File: src/rtl/mac_pkg.sv
// Shared types and default widths for the MAC datapath blocks.
package mac_pkg;

  localparam int DEF_DW = 16;
  localparam int DEF_VW = 8;

  function automatic int cnt_width(input int w);
    return $clog2(w + 1);
  endfunction

  localparam int CNT_W = cnt_width(DEF_DW);

  typedef enum logic [1:0] {
    IDLE,
    BUSY,
    DONE
  } state_t;

endpackage

File: src/rtl/mac_div_step.sv
// One restoring-division iteration: shift in the next dividend bit, then
// conditionally subtract the divisor from the partial remainder.
module mac_div_step #(
  parameter int VW = 8
) (
  input  logic [VW:0]   rem_in,
  input  logic          bit_in,
  input  logic [VW-1:0] divisor,
  output logic [VW:0]   rem_out,
  output logic          q_bit
);

  logic [VW+1:0] shifted;
  logic [VW+1:0] dvs_ext;
  logic [VW+1:0] diff;

  // One extra bit of headroom keeps the shifted value exact before the compare.
  always_comb begin
    shifted = {rem_in, bit_in};
    dvs_ext = {2'b00, divisor};
    diff    = shifted - dvs_ext;
    q_bit   = (shifted >= dvs_ext);
    rem_out = q_bit ? diff[VW:0] : shifted[VW:0];
  end

endmodule

File: src/rtl/mac_div_seq.sv
// Sequential unsigned restoring divider, one quotient bit per cycle.
// Define MAC_DIV_SEQ_EARLY_EXIT_EN to finish in one edge when dividend < divisor.
module mac_div_seq
  import mac_pkg::*;
#(
  parameter int DW = DEF_DW,
  parameter int VW = DEF_VW
) (
  input  logic          clk,
  input  logic          reset,
  input  logic          in_valid,
  output logic          in_ready,
  input  logic [DW-1:0] dividend,
  input  logic [VW-1:0] divisor,
  output logic          out_valid,
  input  logic          out_ready,
  output logic [DW-1:0] quotient,
  output logic [VW-1:0] remainder,
  output logic          div_by_zero
);

  localparam int CW = (CNT_W > cnt_width(DW)) ? CNT_W : cnt_width(DW);

  state_t        state;
  logic [DW-1:0] qreg;
  logic [VW:0]   rem;
  logic [VW-1:0] dvs;
  logic [CW-1:0] cnt;
  logic [VW:0]   rem_next;
  logic          q_bit;

  mac_div_step #(.VW(VW)) u_step (
    .rem_in  (rem),
    .bit_in  (qreg[DW-1]),
    .divisor (dvs),
    .rem_out (rem_next),
    .q_bit   (q_bit)
  );

  // The quotient register doubles as the dividend shift register while busy.
  always_ff @(posedge clk) begin
    if (reset) begin
      state       <= IDLE;
      in_ready    <= 1'b1;
      out_valid   <= 1'b0;
      qreg        <= '0;
      rem         <= '0;
      dvs         <= '0;
      cnt         <= '0;
      div_by_zero <= 1'b0;
    end else begin
      case (state)
        IDLE: begin
          if (in_valid && in_ready) begin
            qreg        <= dividend;
            dvs         <= divisor;
            rem         <= '0;
            cnt         <= CW'(DW);
            in_ready    <= 1'b0;
            div_by_zero <= 1'b0;
            if (divisor == '0) begin
              state       <= DONE;
              out_valid   <= 1'b1;
              qreg        <= '1;
              rem         <= {1'b0, dividend[VW-1:0]};
              div_by_zero <= 1'b1;
            end
`ifdef MAC_DIV_SEQ_EARLY_EXIT_EN
            else if (dividend < DW'(divisor)) begin
              state     <= DONE;
              out_valid <= 1'b1;
              qreg      <= '0;
              rem       <= {1'b0, dividend[VW-1:0]};
            end
`endif
            else begin
              state <= BUSY;
            end
          end
        end
        BUSY: begin
          qreg <= {qreg[DW-2:0], q_bit};
          rem  <= rem_next;
          cnt  <= cnt - CW'(1);
          if (cnt == CW'(1)) begin
            state     <= DONE;
            out_valid <= 1'b1;
          end
        end
        DONE: begin
          if (out_ready) begin
            state     <= IDLE;
            out_valid <= 1'b0;
            in_ready  <= 1'b1;
          end
        end
        default: begin
          state     <= IDLE;
          in_ready  <= 1'b1;
          out_valid <= 1'b0;
        end
      endcase
    end
  end

  assign quotient  = qreg;
  assign remainder = rem[VW-1:0];

endmodule
File: config.mk
export PLATFORM = sky130hd
export DESIGN_NAME = mac_div_seq
export DESIGN_NICKNAME = d
export VERILOG_FILES = /design/src/rtl/mac_pkg.sv /design/src/rtl/mac_div_step.sv /design/src/rtl/mac_div_seq.sv
export SDC_FILE = /design/constraint.sdc
export NUM_CORES = 1
export LEC_CHECK = 0
export BUFFER_PORTS_ARGS = -buffer_cell sky130_fd_sc_hd__clkbuf_2
export CELL_PAD_IN_SITES_DETAIL_PLACEMENT = 0
export CELL_PAD_IN_SITES_GLOBAL_PLACEMENT = 1
export CORE_ASPECT_RATIO = 1.4
export CORE_UTILIZATION = 30
export CTS_BUF_LIST = sky130_fd_sc_hd__clkbuf_2 sky130_fd_sc_hd__clkbuf_4 sky130_fd_sc_hd__clkbuf_8
export DETAILED_ROUTE_END_ITERATION = 16
export PLACE_DENSITY_LB_ADDON = 0.1
export SLEW_MARGIN = 20
export SYNTH_ARGS = -nofsm -noshare
export SYNTH_HDL_FRONTEND = slang
export SYNTH_SLANG_ARGS = --single-unit
File: constraint.sdc
create_clock -name clk -period 2.5 [get_ports clk]
set_clock_uncertainty 0.1 [all_clocks]
set_input_delay 0.25 -clock clk [delete_from_list [all_inputs] [get_ports clk]]
set_output_delay 0.25 -clock clk [all_outputs]
set_load 0.01 [all_outputs]
# ---- Yosys cells after proc, flatten, opt, wreduce, memory -nomap -nowiden
# Cells that the tools add are included.
dict set report classes {
  addsub 2
  n_lt_le_gt_ge 1
  n_eq_ne 7
  muxes 23
  bitwise_logic 1
  reduce_logical 9
}
# cell count
set ops {}
lappend ops {{$mux 16} 2}
lappend ops {{$pmux 16 s2} 1}
lappend ops {{$mux 9} 2}
lappend ops {{$pmux 9 s2} 1}
lappend ops {{$ge 10x8->1} 1}
lappend ops {{$pmux 5 s2} 1}
lappend ops {{$sub 9x8->9} 1}
lappend ops {{$logic_not 8->1} 1}
lappend ops {{$mux 2} 4}
lappend ops {{$mux 8} 1}
lappend ops {{$ne 2x2->1 const B} 4}
lappend ops {{$mux 1} 7}
lappend ops {{$pmux 1 s3} 2}
lappend ops {{$pmux 2 s3} 1}
lappend ops {{$reduce_and 3->1} 2}
lappend ops {{$eq 5x1->1 const B} 1}
lappend ops {{$mux 5} 1}
lappend ops {{$sub 5x1->5 const B} 1}
lappend ops {{$reduce_and 2->1} 2}
lappend ops {{$reduce_and 4->1} 1}
lappend ops {{$eq 2x1->1 const B} 1}
lappend ops {{$eq 2x2->1 const B} 1}
lappend ops {{$logic_not 2->1} 1}
lappend ops {{$reduce_bool 2->1} 1}
lappend ops {{other kinds (2)} 2}
dict set report totals {
  regBits 43
  in_bits 28
  out_inout_bits 27
  wordCells 51
}

# ---- Longest topological paths before layout
# Gate-level depths: netlist of the first run.
dict set report logic_depth {
  word_depth 4
  depth_mapped 10
  mapped_depth_nobuf 9
}

# ---- Modules after synthesis
# A second synthesis of the first run with hierarchy kept.
dict set report unflattened {
  cells_unflattened 325
  hier_area_um2 2642.5
}
# mod n_inst cells_each area_per_inst_um2 seq_area_each_um2
set by_module_without_submodules {}
lappend by_module_without_submodules {mac_div_seq 1 250 2119.5 860.8}
lappend by_module_without_submodules {mac_div_step 1 75 523.0 0.0}

# ---- Worst setup path after synthesis of the first run
# No wires, ideal clock.
dict set report synth_path {
  kind {register to register}
  start {register qreg[15], in the netlist quotient[15]}
  end {register rem[1]}
  setup_ns 0.116
  arrival_ns 2.077
  t_required_ns 2.284
  slack_ns 0.206
  path_stages_with_launch 11
  n_path_buf 1
  synth_period_minus_slack_ns 2.294
  path_cell_list {dfxtp_1 -> inv_1 -> ha_1 -> inv_1 -> fa_1 -> a211oi_1 -> o21ai_0 -> a21oi_1 -> buf_4 -> o22ai_1 -> a41o_1}
}
dict set report synth_between {
  elab_chain_len 3
  word_cells_on_any_way 4
  classes_between {add/sub: 1; order compare: 1; mux: 2}
}
# element line_no
set synth_lines {}
lappend synth_lines {{from (decl)} mac_div_seq.sv:25} ;# logic [DW-1:0] qreg;
lappend synth_lines {{from (signal assigned)} mac_div_seq.sv:55} ;# qreg <= dividend;
lappend synth_lines {{from (signal assigned)} mac_div_seq.sv:82} ;# qreg <= {qreg[DW-2:0], q_bit};
lappend synth_lines {{$sub 9x8->9 / $ge 10x8->1 (equally long branches)} {mac_div_step.sv:21, mac_div_step.sv:22}}
lappend synth_lines {{$mux 9 *} mac_div_step.sv:23} ;# rem_out = q_bit ? diff[VW:0] : shifted[VW:0];
lappend synth_lines {{$pmux 9 s2 *} mac_div_seq.sv:52} ;# case (state)
lappend synth_lines {{to (signal assigned)} mac_div_seq.sv:65} ;# rem <= {1'b0, dividend[VW-1:0]};
lappend synth_lines {{to (signal assigned)} mac_div_seq.sv:83} ;# rem <= rem_next;
lappend synth_lines {{to (decl)} mac_div_seq.sv:26} ;# logic [VW:0] rem;
# Mark *: on every way between the ends. The rest lies on a longest branch, timed or not.
# A chain may end at the register's enable or synchronous reset.

# ---- Worst setup path in the final report of the first run
dict set report layout_path {
  start {register qreg[15], in the netlist quotient[15]}
  end {register rem[0]}
}
# Same word-level chain as after synthesis.

==> qor.yml, run 1 <==
die:
  placement_rows: 38
  num_io_pins: 55
  die_w_um: 77.7
  core-area_sq_um: 7750
  die-area_sq_um: 8400
  initial_utilization_pct: 31.1
  chipHeight_um: 108
yosys:
  synth.ff_latch_count: 43
  netlist_area_sq_um: 2410
  largest_area_contributor_in_the_netlist: "sky130_fd_sc_hd__dfxtp_1"
  synthesis.yosys.warnings: 0
  seq_area_frac_synth_pct: 35.7
  synth_top_area_cells: "sky130_fd_sc_hd__dfxtp_1 36%, sky130_fd_sc_hd__a21oi_1 6.9%, sky130_fd_sc_hd__a22oi_1 6.9%"
  netlist_top_cells_count: "43 x sky130_fd_sc_hd__dfxtp_1, 33 x sky130_fd_sc_hd__a21oi_1, 28 x sky130_fd_sc_hd__nand2_1"
  number_of_flops_mapped_to_enable_cells_by_yosys: 0
  async_sr_flop_fraction_pct: 0
  synth.net_count: 331
  synth.avg_cell_area_sq_um: 8.25
  synth.top_cell.area_share_pct: 35.7
  most_repeated_cell_in_the_gate_level_netlist_after_synthesis: "sky130_fd_sc_hd__dfxtp_1"
  yosysUniqueCellTypes: 50
  post_synth_inst_count: 292
  ys.flop_type: "sky130_fd_sc_hd__dfxtp_1"
setup_path:
  worst_ep_required_time_ps: 2630
  critPathBufInv: 3
  endpoint_kind: "flop"
  critical_path_peak_fanout: 4
  crit_path_frequent_cell: "sky130_fd_sc_hd__inv_1"
  cp-start-kind: "flop"
  r2r_start: "quotient[15]$_SDFFE_PP0P_"
  path_class: "flop to flop"
  worstRegToRegCells: 10
  timing.rr.end: "rem[0]$_SDFFE_PP0P_"
  cp-startpoint: "quotient[15]$_SDFFE_PP0P_"
  cpPeakStageDelay_ps: 420
  cp.depth: 10
  max_stage_delay_cell_worst_path: "sky130_fd_sc_hd__fa_1"
  timing.critical_path.arrival_ps: 2460
  r2r_slack_ps: 180
  crit_path_cell_trace: "inv_1, ha_1, inv_1, fa_1, a211oi_2, o21ai_1, buf_4, a21o_1, a211o_1, a21oi_1"
  path_delay_family: "compound AO/OA/AOI/OAI gates"
timing:
  fin_ws_ps: 177
  fin_hold_viols: 0
  worst-slew-pin-transition_ps: 507
  setup_viol: 0
  timing.final.crit_share_pct: 92.9
  hold_slack_ps: 83.4
  tns_setup_ps: 0
  slew-limit-headroom_pct: 66.2
  timing.final.max_slew_violations: 0
  finalCriticalPeriod_ps: 2320
  grt_setup_unrepaired: "no"
  achievable-frequency_mhz: 430
clock_tree:
  clkTransAtPathRegs_ps: 80
  clock_root_buffer_master: "sky130_fd_sc_hd__clkbuf_8"
  tritoncts_clock_tree: "done"
  htree_num_levels: 2
  holdBufCountCts: 0
  tritoncts.num_buffers: 5
  clock_sink_count: 43
  clkLatencyLatePin_ps: 300
  cts_buffer_depth: 2
cells_and_area:
  drive_above_1_share_pct: 25.4
  num_antenna_cells: 0
  flow.area_growth_from_synthesis_pct: 19.9
  final_core_util_pct: 37.3
  layout.nets: 381
power:
  p_leak_nw: 1.18
  power.internal_w: 0.00140
  vdd_drop_max_mv: 0.336
  net-switching-power_w: 0.000824
  sw_frac_of_total_pct: 37.0
  clock_power_share_pct: 22.8
  pwr_density_cell_nw_per_um2: 771
  p_comb_share_pct: 40.3
  power_frac_seq_pct: 36.8
route:
  drt_pre_antenna_iters: 4
  drt_iter0_drc: 59
  detailroute.via_count: 2304
  wirelength_mm: 7.01
  post-route-drc-count: 0
  wl_per_cell_um: 15.8
  routed_via_density: 5.20
  final_antenna_net_count: 0
global_routing:
  grt_first_pass_wirelength_mm: 11.4
  antenna_violations_before_repair: 0
  pin_count_of_the_biggest_net_entering_global_routing: 36
  via_count_of_the_first_global_routing_pass: 2259
  grt_usage_pct: 17.5
  globalRouteOverflowTotal: 0
outcome:
  outcome: "completed"
worst_hold_path:
  timing.hold.worst.class: "primary input to flop"
  min-delay-start: "divisor[2]"
  instance_count_along_the_most_critical_hold_path: 3
  worst_hold_path.endpoint: "dvs[2]$_SDFFE_PP0P_"
placement:
  port_buffers: 54
  setup_slack_at_placement_ps: 63.1
  gp_routability_congestion: 0.856
  hpwl_mm: 5.34
job:
  cap_viol_max_count: 0
[routing by layer]
metal  global-route usage, %  vias up  part of all wire [%]
met5                       0        -                     0
met4                    5.93        0                   1.9
met3                    2.70        9                   3.5
met2                    31.7       54                    51
met1                    20.9     1071                    44
li1                        -     1170                     -
[through the flow]
stage | total power (W) | instances | area (sq um)
2_1_floorplan | 0.00144 | 292 | 2410
5_1_grt | 0.00240 | 443 | 2890
4_1_cts | 0.00224 | 443 | 2880
3_3_place_gp | 0.00172 | 435 | 2780
6_report | 0.00223 | 443 | 2890
3_5_place_dp | 0.00172 | 435 | 2780
[worst min-delay path: cells and delay by family]
family	cells	cell delay, ps
buffers and inverters	1	90
AOI/OAI and AO/OA	1	50
and+or+nand+nor	1	50
[timing repair]
| item | 4_1_cts | 5_1_grt |
|---|---|---|
| buffers inserted | 0 | 0 |
| gates resized for setup | 0 | 3 |
| setup endpoints to repair | 0 | 9 |
| hold endpoints to repair | 0 | 0 |
[layout by cell type, fill, tap and decap left out, types with 2 or more instances in the layout]
cell type	n
sky130_fd_sc_hd__a41o_1	2
sky130_fd_sc_hd__nand3_1	5
sky130_fd_sc_hd__o21ai_1	2
sky130_fd_sc_hd__xor2_1	2
sky130_fd_sc_hd__a211o_1	3
sky130_fd_sc_hd__a211oi_1	7
sky130_fd_sc_hd__ha_1	10
sky130_fd_sc_hd__dfxtp_1	43
sky130_fd_sc_hd__o21a_1	2
sky130_fd_sc_hd__a21oi_1	32
sky130_fd_sc_hd__a21o_1	3
sky130_fd_sc_hd__o221ai_1	5
sky130_fd_sc_hd__inv_1	16
sky130_fd_sc_hd__nand2b_1	5
sky130_fd_sc_hd__clkbuf_2	54
sky130_fd_sc_hd__nand3b_1	2
sky130_fd_sc_hd__clkbuf_8	7
sky130_fd_sc_hd__a22oi_1	22
sky130_fd_sc_hd__nor2b_1	3
sky130_fd_sc_hd__o211ai_1	2
sky130_fd_sc_hd__and3_1	2
sky130_fd_sc_hd__buf_4	15
sky130_fd_sc_hd__o21ai_0	18
sky130_fd_sc_hd__nand2_1	28
sky130_fd_sc_hd__nor4b_1	2
sky130_fd_sc_hd__a211oi_2	2
sky130_fd_sc_hd__o22ai_1	2
sky130_fd_sc_hd__nand4_1	5
sky130_fd_sc_hd__nor2_1	13
sky130_fd_sc_hd__or4_4	2
sky130_fd_sc_hd__nor3_1	5
[final cells by class]
type                    instances  area (sq um)
clock inverters                 1          7.51
clock buffers                   7          96.3
multi-input cells             207          1360
inverters                      16          60.1
flip-flops and latches         43           861
repair buffers                 69           383
well taps                     100           125
fillers                       837          4860
[registers in the layout (all words and copies together), names as in the netlist]
name / cells
cnt: 5
div_by_zero: 1
dvs: 8
in_ready: 1
out_valid: 1
quotient: 16
rem: 9
state: 2
[kinds of logic (layout without fill, tap and decap cells)]
family          after synthesis  in the layout  synth area share, %
xor+xnor                      3              3                 1.09
simple gates                 79             79                 17.2
mux                           2              2                0.935
compound gates              112            112                 30.5
flops                        43             43                 35.7
fa+ha+maj                    11             11                 6.02
buf+inv                      42             93                 8.46
[worst max-delay path by stage]
stage,to
final,rem[0]$_SDFFE_PP0P_
after global routing,rem[8]$_SDFFE_PP0P_
after CTS,rem[0]$_SDFFE_PP0P_
after detailed placement,rem[0]$_SDFFE_PP0P_
after global placement,rem[8]$_SDFFE_PP0P_
after floorplan,rem[1]$_SDFFE_PP0P_
[power by group through the flow]
stage,clock network (W),registers [W],logic (W)
6_report,0.000508,0.000820,0.000898
3_3_place_gp,0,0.000835,0.000886
5_1_grt,0.000557,0.000832,0.00101
3_5_place_dp,0,0.000836,0.000888
4_1_cts,0.000527,0.000821,0.000891
2_1_floorplan,0,0.000827,0.000616
Note: power is estimated with default switching activity, not from simulation.
==> run 2: changes to the inputs <==
--- a/config.mk
+++ b/config.mk
@@ -9,7 +9,7 @@
 export CELL_PAD_IN_SITES_DETAIL_PLACEMENT = 0
 export CELL_PAD_IN_SITES_GLOBAL_PLACEMENT = 1
 export CORE_ASPECT_RATIO = 1.4
-export CORE_UTILIZATION = 30
+export CORE_UTILIZATION = 35
 export CTS_BUF_LIST = sky130_fd_sc_hd__clkbuf_2 sky130_fd_sc_hd__clkbuf_4 sky130_fd_sc_hd__clkbuf_8
 export DETAILED_ROUTE_END_ITERATION = 16
 export PLACE_DENSITY_LB_ADDON = 0.1
==> run 2 against run 1 <==
Effect of this change: flip-flop and latch count stayed put; via count increased by 0.78%; sequential power decreased by 0.5%; core utilization grew 6.1 points; register-to-register slack worse by 20 ps; non-clock buffer count is 1 higher; worst setup slack worse by 16 ps; highest routed layer unchanged; power fell by 2.2%; critical path depth decreased by 1.
==> qor.yml, run 2 (same netlist as run 1, synthesis figures left out) <==
setup_path:
  crit_path_cell_trace: "inv_1, ha_1, inv_1, fa_1, a211oi_2, o21ai_1, a21o_1, a211o_1, a21oi_1"  # was inv_1, ha_1, inv_1, fa_1, a211oi_2, o21ai_1, buf_4, a21o_1, a211o_1, a21oi_1
  crit_path_frequent_cell: "sky130_fd_sc_hd__inv_1"  # unchanged
  path_class: "flop to flop"  # unchanged
  timing.critical_path.arrival_ps: 2460  # about the same
  critPathBufInv: 2  # was 3
  path_delay_family: "compound AO/OA/AOI/OAI gates"  # unchanged
  cp-start-kind: "flop"  # unchanged
  max_stage_delay_cell_worst_path: "sky130_fd_sc_hd__fa_1"  # unchanged
  worst_ep_required_time_ps: 2630  # about the same
  endpoint_kind: "flop"  # unchanged
  critical_path_peak_fanout: 4  # unchanged
  r2r_slack_ps: 160  # was 180 ps
  cpPeakStageDelay_ps: 400  # was 420 ps
die:
  num_io_pins: 55  # unchanged
  chipHeight_um: 100  # was 108 um
  placement_rows: 35  # was 38
  die-area_sq_um: 7230  # was 8400 sq um
  die_w_um: 72.1  # was 77.7 um
  core-area_sq_um: 6610  # was 7750 sq um
  initial_utilization_pct: 36.4  # was 31.1%
job:
  cap_viol_max_count: 0  # unchanged
route:
  post-route-drc-count: 0  # unchanged
  drt_pre_antenna_iters: 5  # was 4
  routed_via_density: 5.33  # was 5.20
  wirelength_mm: 6.75  # was 7.01 mm
  detailroute.via_count: 2322  # was 2304
  wl_per_cell_um: 15.5  # was 15.8 um
  final_antenna_net_count: 0  # unchanged
  drt_iter0_drc: 95  # was 59
timing:
  timing.final.crit_share_pct: 93.6  # was 92.9%
  tns_setup_ps: 0  # unchanged
  slew-limit-headroom_pct: 70.4  # was 66.2%
  grt_setup_unrepaired: "no"  # unchanged
  worst-slew-pin-transition_ps: 443  # was 507 ps
  achievable-frequency_mhz: 427  # was 430 MHz
  fin_hold_viols: 0  # unchanged
  timing.final.max_slew_violations: 0  # unchanged
  finalCriticalPeriod_ps: 2340  # was 2320 ps
  setup_viol: 0  # unchanged
cells_and_area:
  most-common-layout-cells: "54 x sky130_fd_sc_hd__clkbuf_2, 43 x sky130_fd_sc_hd__dfxtp_1, 32 x sky130_fd_sc_hd__a21oi_1"  # unchanged
  flow.area_growth_from_synthesis_pct: 19.2  # was 19.9%
  largest_register_ff_count: 16  # unchanged
  num_antenna_cells: 0  # unchanged
  layout.nets: 382  # was 381
  drive_above_1_share_pct: 25.6  # was 25.4%
  layoutNonFillerInstCount: 436  # was 443
  most_common_library_cell_in_the_layout_ignoring_fill_and_taps: "sky130_fd_sc_hd__clkbuf_2"  # unchanged
  final_core_util_pct: 43.4  # was 37.3%
  postLayoutCellArea_sq_um: 2870  # was 2890 sq um
global_routing:
  globalRouteOverflowTotal: 0  # unchanged
  via_count_of_the_first_global_routing_pass: 2257  # was 2259
  grt_first_pass_wirelength_mm: 11.2  # was 11.4 mm
  grt_usage_pct: 19.9  # was 17.5%
  antenna_violations_before_repair: 0  # unchanged
  pin_count_of_the_biggest_net_entering_global_routing: 36  # unchanged
clock_tree:
  clock_sink_count: 43  # unchanged
  postCtsSetupBuffers: 0  # unchanged
  clock_root_buffer_master: "sky130_fd_sc_hd__clkbuf_8"  # unchanged
  tritoncts.num_buffers: 5  # unchanged
  cts_buffer_depth: 2  # unchanged
  tritoncts_clock_tree: "done"  # unchanged
  clkTransAtPathRegs_ps: 90  # was 80 ps
  clkLatencyLatePin_ps: 300  # about the same
  htree_num_levels: 2  # unchanged
placement:
  placedCellCount: 428  # was 435
  gp_routability_congestion: 0.914  # was 0.856
  port_buffers: 54  # unchanged
  hpwl_mm: 5.01  # was 5.34 mm
  dpl-instance-area_sq_um: 2770  # was 2780 sq um
power:
  net-switching-power_w: 0.000826  # was 0.000824 W
  p_comb_share_pct: 41.3  # was 40.3%
  clock_power_share_pct: 21.2  # was 22.8%
  sw_frac_of_total_pct: 37.9  # was 37.0%
  power.internal_w: 0.00135  # was 0.00140 W
  p_leak_nw: 1.18  # about the same
  power_frac_seq_pct: 37.5  # was 36.8%
  pwr_density_cell_nw_per_um2: 758  # was 771 nW/um^2
  vdd_drop_max_mv: 0.394  # was 0.336 mV
outcome:
  outcome: "completed"  # unchanged
worst_hold_path:
  timing.hold.worst.class: "primary input to flop"  # unchanged
==> run 2: layout make-up <==
type	count	area (sq um)
flip-flops and latches	43	861
repair buffers	70	390
well taps	92	115
clock inverters	2	12.5
inverters	16	60.1
clock buffers	6	76.3
multi-input cells	207	1360
fillers	699	3740
==> run 2: worst paths after layout <==
kind,from,to,cells after the start
max reg2reg,quotient[15]$_SDFFE_PP0P_,rem[0]$_SDFFE_PP0P_,9
min,divisor[1],dvs[1]$_SDFFE_PP0P_,3
min reg2reg,dvs[5]$_SDFFE_PP0P_,dvs[5]$_SDFFE_PP0P_,2
max,quotient[15]$_SDFFE_PP0P_,rem[0]$_SDFFE_PP0P_,9
==> run 2: power by group through the flow <==
stage                     logic (W)  clock network, W  registers (W)
after detailed placement   0.000880                 0       0.000833
after CTS                  0.000884          0.000478       0.000817
after global routing       0.000988          0.000510       0.000829
after global placement     0.000873                 0       0.000832
after floorplan            0.000616                 0       0.000827
final                      0.000898          0.000462       0.000816
==> run 2: tightest hold or removal path, delay by kind of cell <==
| family | cells | cell delay, ps |
|---|---|---|
| buf+inv | 1 | 90 |
| simple gates | 1 | 50 |
| compound gates | 1 | 50 |
==> run 2: stage by stage <==
step,power [W],hold slack [ps],setup slack [ps]
finish,0.00218,90.3,161
global placement,0.00171,344,97.4
floorplan,0.00144,286,206
detailed placement,0.00171,351,23.3
global route,0.00233,94.9,35.4
CTS,0.00218,80.7,3.11
==> run 2: routing by layer <==
metal	share of wire (%)	up-vias	global-route usage (%)
li1	-	1178	-
met1	47	1090	25.6
met2	49	48	34.1
met3	3.4	6	3.11
met4	1.1	0	5.43
met5	0	-	0
==> run 2: what timing repair did <==
action                     CTS  global route
pin swaps                    1             0
setup endpoints to repair    2             9
hold buffers                 0             0
gates resized for setup      0             3
